--- src/rtl/csa_16.sv ---
// csa_16: 16-bit conditional-sum adder with registered sum and carry-out
module csa_16 (
  input  logic        clk,
  input  logic        rst,
  input  logic [15:0] a,
  input  logic [15:0] b,
  input  logic        cin,
  output logic [15:0] s,
  output logic        cout
);
  logic [15:0] s0 [5];
  logic [15:0] s1 [5];
  logic [15:0] c0 [5];
  logic [15:0] c1 [5];
  // Level l holds groups of 2^l bits; c0/c1 are indexed by group, sums by bit
  always_comb begin
    s0[0] = a ^ b;
    s1[0] = ~(a ^ b);
    c0[0] = a & b;
    c1[0] = a | b;
    for (int l = 0; l < 4; l++) begin
      s0[l+1] = s0[l];
      s1[l+1] = s1[l];
      c0[l+1] = '0;
      c1[l+1] = '0;
      for (int k = 0; k < (8 >> l); k++) begin
        for (int i = 0; i < (1 << l); i++) begin
          s0[l+1][(2*k+1)*(1<<l)+i] = c0[l][2*k] ? s1[l][(2*k+1)*(1<<l)+i] : s0[l][(2*k+1)*(1<<l)+i];
          s1[l+1][(2*k+1)*(1<<l)+i] = c1[l][2*k] ? s1[l][(2*k+1)*(1<<l)+i] : s0[l][(2*k+1)*(1<<l)+i];
        end
        c0[l+1][k] = c0[l][2*k] ? c1[l][2*k+1] : c0[l][2*k+1];
        c1[l+1][k] = c1[l][2*k] ? c1[l][2*k+1] : c0[l][2*k+1];
      end
    end
  end
  always_ff @(posedge clk) begin
    if (rst) begin
      s <= '0;
      cout <= 1'b0;
    end else begin
      s <= cin ? s1[4] : s0[4];
      cout <= cin ? c1[4][0] : c0[4][0];
    end
  end
endmodule

--- config.mk ---
export PLATFORM = sky130hd
export DESIGN_NAME = csa_16
export DESIGN_NICKNAME = d
export VERILOG_FILES = /design/src/rtl/csa_16.sv
export SDC_FILE = /design/constraint.sdc
export NUM_CORES = 1
export LEC_CHECK = 0
export CORE_UTILIZATION = 48
export CTS_CLUSTER_SIZE = 14
export DETAILED_ROUTE_END_ITERATION = 8
export GPL_TIMING_DRIVEN = 0
export HOLD_SLACK_MARGIN = 0.02
export PLACE_DENSITY = 0.81
export SYNTH_ARGS = -nofsm -noshare
export SYNTH_HDL_FRONTEND = slang
export SYNTH_SLANG_ARGS = --single-unit
--- constraint.sdc ---
create_clock -name clk -period 3.27 [get_ports clk]
set_input_delay 0.654 -clock clk [delete_from_list [all_inputs] [get_ports clk]]
set_output_delay 0.654 -clock clk [all_outputs]
set_load 0.1 [all_outputs]
=== After elaboration in Yosys (flattened, before gate mapping) ===
Cells that the tools add are included.

* Register bits: 17
* Bits in latches: 0
* Bits in writable memories: 0
* ROM bits: 0
* Output and inout port bits: 17
* Word-level logic and storage cells: 102
* Memories kept: 0

* Add/subtract/negate cells: 0
* $mul: 0
* Div/mod/pow operators: 0
* Order comparisons: 0
* Eq/ne operators: 0
* Shift operators: 0
* Mux-type cells: 96
* Bitwise logic cells: 4
* Reduce and logical (&&, ||, !) cells: 0

{| class="wikitable"
|+ Operator list
! operator !! count
|-
| 1-bit two-way mux || 95
|-
| 16-bit bitwise AND || 1
|-
| 16-bit two-way mux || 1
|-
| 16-bit NOT || 1
|-
| 16-bit bitwise OR || 1
|-
| 16-bit bitwise XOR || 1
|}

=== Depth between registers and ports, before layout ===
Gate-level depths: netlist of run 1.

* Depth after elaboration: 7
* Gate-level depth with buffers: 10

=== Least setup slack after synthesis of run 1 ===
No wires, ideal clock.

* Path type: input -> register
* Start: input port a[2]
* End: register cout
* Setup time: 0.123 ns
* Arrival: 2.589 ns
* Required time: 3.147 ns
* Setup slack: 0.558 ns
* Cell stages on the path: 10
* Path buffers: 1
* Cells stage by stage: inv_1 > ha_1 > or3b_1 > a211oi_2 > or2_4 > nor3_2 > or2_1 > buf_4 > mux2i_2 > mux2_1

* Word-level cells in the longest chain between the ends: 6
* Elaborated cells on any way between the ends: 11
* Those cells by class: 9 x mux; 2 x bitwise

{| class="wikitable"
|+ RTL lines
! what !! line !! RTL
|-
| start: declaration || 5 || <nowiki>input logic [15:0] a,</nowiki>
|-
| 16-bit bitwise AND / 16-bit bitwise OR (equally long branches) || 19, 20 ||
|-
| 1-bit two-way mux, on equally long branches (4 in series) || 31, 32 ||
|-
| 1-bit two-way mux (*) || 42 || <nowiki>cout <= cin ? c1[4][0] : c0[4][0];</nowiki>
|-
| end signal: assignment || 42 ||
|-
| end: declaration || 9 || <nowiki>output logic cout</nowiki>
|}

Every way passes the cells marked *; elsewhere a longest branch is shown, timed or not.
A chain may end at the register's enable or synchronous reset.

=== Final worst setup path of run 1 ===
Ends and elaborated chain as after synthesis.

==> results.toml, run 1 <==
[outcome]
status = "complete, no violations"

[timing]
max_freq_mhz = 318
layout_setup_ws_ps = 128
hold_viol = 0
finalMaxSlewViolations = 0
fin_crit_ps = 3140
slew_headroom = 0.340
worst_hold_slack_ps = 866
rsz0062_at_grt = "no"
post-route-period-util = 0.961
setup_viol = 0
setup_tns_ps = 0
worst_pin_slew_ps = 986

[grt]
grt_start_max_net_pins = 11
antenna_found_initial = 0
grt-ovfl-total = 0
grt_pass1_wl_mm = 5.65
grt_pass1_vias = 1394
grt.total_usage = 0.176

[yosys]
synth_compound_area_frac = 0.104
synth_edf_count = 0
synth_seq_area_share = 0.195
synth_most_common_cell = "inv_1"
synth-adder-area-share = 0.230
synth_top_family_by_area = "adder cells"
synthesis.area_sq_um = 1740
synth_mux_area_frac = 0.116
synth_cells = 215
yosysTopAreaCellShare = 0.230
synth_common_cells = "38 x inv_1, 32 x ha_1, 23 x nor2_1, 17 x dfxtp_1, 12 x mux2i_1"
synth.distinct_cells = 43
synth_top_area_cell = "ha_1"
synthFlopType = "dfxtp_1"
yosys.area_share.simple = 0.218
yosysWarnings = 0
synth_xor_area_frac = 0.0452
ys_ff_latch = 17
syn_area_per_cell_sq_um = 8.11
async_reset_ff_frac = 0
syn_nets = 282
yosys-top-cells-area = "ha_1 23%, dfxtp_1 20%, inv_1 8.2%, mux2i_1 6.9%, nor2_1 5.0%"

[clocking]
cts_max_level = 1
numCtsBuffers = 3
postCtsHoldBufs = 0
cts_tree = "built"
path_clk_slew_ps = 100
post_cts_resized = 0
clock_sinks = 17
cts.path.max_buffers = 2
cts_setup_buffers = 0
cts-root-buf = "clkbuf_4"

[finish]
area_delta_synth_final_pct = 33.5
final_util = 0.681
diodes = 0
drive_gt1_frac = 0.0446
nets = 337

[floorplanning]
core-area_sq_um = 3420
dieArea_sq_um = 3880
io_pins = 52
die_y_microns = 62.3
start_util = 0.510
fp.dieW_microns = 62.3
std_cell_rows = 21

[worst_hold_path]
min_path_type = "input port to register"
hold_path_startpoint = "rst"

[pwr]
peakVddDrop_v = 0.000153
leakagePower_nw = 1.14
pwr_density_cell_nw_per_um2 = 407
p_total_mw = 0.948

[critical_path]
cp_max_fo = 5
cp-start-kind = "input port"
crit_required_ps = 3450
cp_data_arrival_time_ps = 3320
startpoint = "a[2]"
critPathKind = "input port to register"
end_kind = "register"

[drt]
wirelength_mm = 3.27
dr.pass1.iters = 4
postRouteAntennaNets = 0
routed_via_density = 4.86
drc = 0
drt_iter0_drc = 39
vias = 1532
wl_per_cell_microns = 10.4

[run]
max_cap_viol_count = 0

[place]
place_congestion = 0.825
dp_hpwl_mm = 2.78
dp_worst_setup_slack_ps = -182
port_buffers = 50
-- cell families after synthesis --
logic type / after synthesis
compound gates: 26
buf+inv: 42
mux: 19
fa+ha+maj: 32
xor+xnor: 9
flops: 17
simple gates: 70
-- report_power, final --
group | leakage, nW | internal, mW | switching, mW
Clock | 0.0150 | 0.0474 | 0.0675
Combinational | 0.978 | 0.197 | 0.386
Sequential | 0.142 | 0.241 | 0.00921
-- final timing paths --
path,slack (ps),endpoint,depth (start not counted)
setup / recovery,130,cout$_SDFF_PP0_,11
hold / removal,870,s[9]$_SDFF_PP0_,3
-- worst max-delay path, cell delays in order --
cell and delay [ps]:
clkdlybuf4s50_1 480, inv_1 50, ha_1 250, or3b_1 380, a211oi_2 250, nor2_1 110
a21oi_1 260, or2_1 160, buf_4 140, mux2i_2 270, mux2_1 340
-- cells in the final DEF (no fill, tap or decap), types with 5 or more instances in the layout --
master            n
clkdlybuf4s50_1  50
ha_1             32
nand2_1           9
a21oi_1           5
mux2_1            5
xnor2_1           6
nor2_1           23
mux2i_1          12
inv_1            38
dfxtp_1          17
nor2b_1          10
-- metrics by stage --
stage | instances | cell area (sq um)
global placement | 311 | 2300
floorplan | 215 | 1740
global route | 315 | 2330
CTS | 315 | 2330
detailed placement | 311 | 2300
finish | 315 | 2330
-- registers in the layout, summed over array words and instances (netlist names) --
signal / count
cout: 1
s: 16
-- area by class of cell --
class / instances / area (sq um)
Multi-Input combinational cell: 156 / 1240
Fill cell: 295 / 1090
Timing Repair Buffer: 50 / 500
Sequential cell: 17 / 340
Inverter: 38 / 143
Tap cell: 46 / 57.6
Clock buffer: 4 / 26.3
Buffer: 4 / 18.8
-- layer usage --
metal	vias to the layer above	wire, microns	global-route usage
li1	818	-	-
met1	687	1570	0.223
met2	25	1600	0.316
met3	2	84	0.0184
met4	0	21	0.0436
met5	-	0	0
Power figures use the tool's default switching activity.
==> run 2: changes to the inputs <==
SLEW_MARGIN = 40   (was unset)
==> run 2 against run 1 <==
Compared with the run above:
- core utilization shrank 2.4 points
- cell area shrank 3.5%
- clock power is essentially flat
- global-route usage shrank 0.56 points
- die area is the same
- worst setup slack gained 41 ps
- clock-buffer cell count is the same
- non-clock buffer count is the same
- sequential share of layout area grew 0.53 points
- critical path type unchanged
- critical endpoint unchanged
- largest power group unchanged
- highest routed layer unchanged
==> results.toml, run 2 (synthesized netlist as in run 1, its figures left out) <==
[outcome]
status = "complete, no violations"

[drt]
dr.pass1.iters = 4
wl_per_cell_microns = 10.4
routed_via_density = 4.88
wirelength_mm = 3.28
drc = 0
topRoutingLayerUsed = "met4"
drt_iter0_drc = 67
route.met3.wl_microns = 110
vias = 1538
postRouteAntennaNets = 0
wl_met2_mm = 1.55
m1WireLength_mm = 1.57

[pwr]
leakagePower_nw = 1.15
peakVddDrop_v = 0.000145
pwr_density_cell_nw_per_um2 = 409

[clocking]
numCtsBuffers = 3
cts_max_level = 1
cts.path.max_buffers = 2
cts_setup_buffers = 0
cts-root-buf = "clkbuf_4"
post_cts_resized = 0
path_clk_slew_ps = 90
clock_sinks = 17
cts_tree = "built"
postCtsHoldBufs = 0

[finish]
final_util = 0.658
regMostFlops = "s"
diodes = 0
area_delta_synth_final_pct = 28.9
nets = 337
reg_top3 = "s: 16 flops, cout: 1 flops"
largest_reg_flops = 16
drive_gt1_frac = 0.112
mostFrequentLayoutCell = "inv_1"
layout_common_cells = "38 x inv_1, 33 x clkdlybuf4s50_1, 32 x ha_1"

[floorplanning]
start_util = 0.510
io_pins = 52
fp.dieW_microns = 62.3
std_cell_rows = 21
core-area_sq_um = 3420
die_y_microns = 62.3
dieArea_sq_um = 3880

[place]
place_congestion = 0.825
port_buffers = 50
dp_hpwl_mm = 2.76

[timing]
slew_headroom = 0.669
fin_crit_ps = 3100
worst_pin_slew_ps = 500
finalMaxSlewViolations = 0
setup_viol = 0
hold_viol = 0
rsz0062_at_grt = "no"
max_freq_mhz = 322
post-route-period-util = 0.948
setup_tns_ps = 0

[worst_hold_path]
min_path_type = "input port to register"

[grt]
grt_pass1_vias = 1338
grt.total_usage = 0.171
grt-ovfl-total = 0
antenna_found_initial = 0
grt_start_max_net_pins = 11
grt_pass1_wl_mm = 5.45

[critical_path]
cp-start-kind = "input port"
cp_slowest_cell = "clkdlybuf4s50_1"
crit_chain = "clkdlybuf4s50_1 > inv_1 > ha_1 > or3b_1 > a211oi_2 > nor2_1 > a21oi_2 > or2_1 > buf_4 > mux2i_2 > mux2_1"
critPathKind = "input port to register"
crit_required_ps = 3450
cp_max_fo = 5
cp_data_arrival_time_ps = 3280
end_kind = "register"
max_stage_delay_ps = 480

[run]
max_cap_viol_count = 0
## run 2: worst paths after layout
kind	from	end	slack [ps]	cells after the start
max	a[2]	cout$_SDFF_PP0_	170	11
min	rst	s[9]$_SDFF_PP0_	860	3
## run 2: per-stage QoR
step / cells / hold WS (ps) / area (sq um) / power [mW] / worst slack (ps)
final: 315 / 857 / 2250 / 0.918 / 169
after detailed placement: 311 / 1170 / 2220 / 0.807 / -178
after floorplan: 215 / 800 / 1740 / 0.694 / 558
after global routing: 315 / 898 / 2250 / 0.971 / 79.8
after global placement: 311 / 1150 / 2300 / 0.833 / -153
after CTS: 315 / 871 / 2240 / 0.921 / 132
## run 2: layout make-up
cell class | instances | area [sq um]
multi-input cells | 156 | 1240
fillers | 304 | 1170
repair buffers | 50 | 415
flip-flops and latches | 17 | 340
inverters | 38 | 143
well taps | 46 | 57.6
clock buffers | 4 | 26.3
plain buffers | 4 | 18.8
## run 2: where the power goes
group / switching [mW] / internal (mW) / total [mW] / leakage [nW]
clock network: 0.0686 / 0.0475 / 0.116 / 0.0150
registers: 0.00682 / 0.241 / 0.247 / 0.142
logic: 0.389 / 0.166 / 0.555 / 0.998
total: 0.464 / 0.454 / 0.918 / 1.15
## run 2: critical path: cells and delay by family
family | cells | cell delay [ps]
buf+inv | 3 | 670
mux | 2 | 650
simple gates | 3 | 630
compound gates | 2 | 440
fa+ha+maj | 1 | 250
## run 2: per-layer routing
layer  GRT usage  vias up
met3      0.0129        4
met2       0.299       32
met4      0.0610        0
met5           0        -
li1            -      820
met1       0.217      682
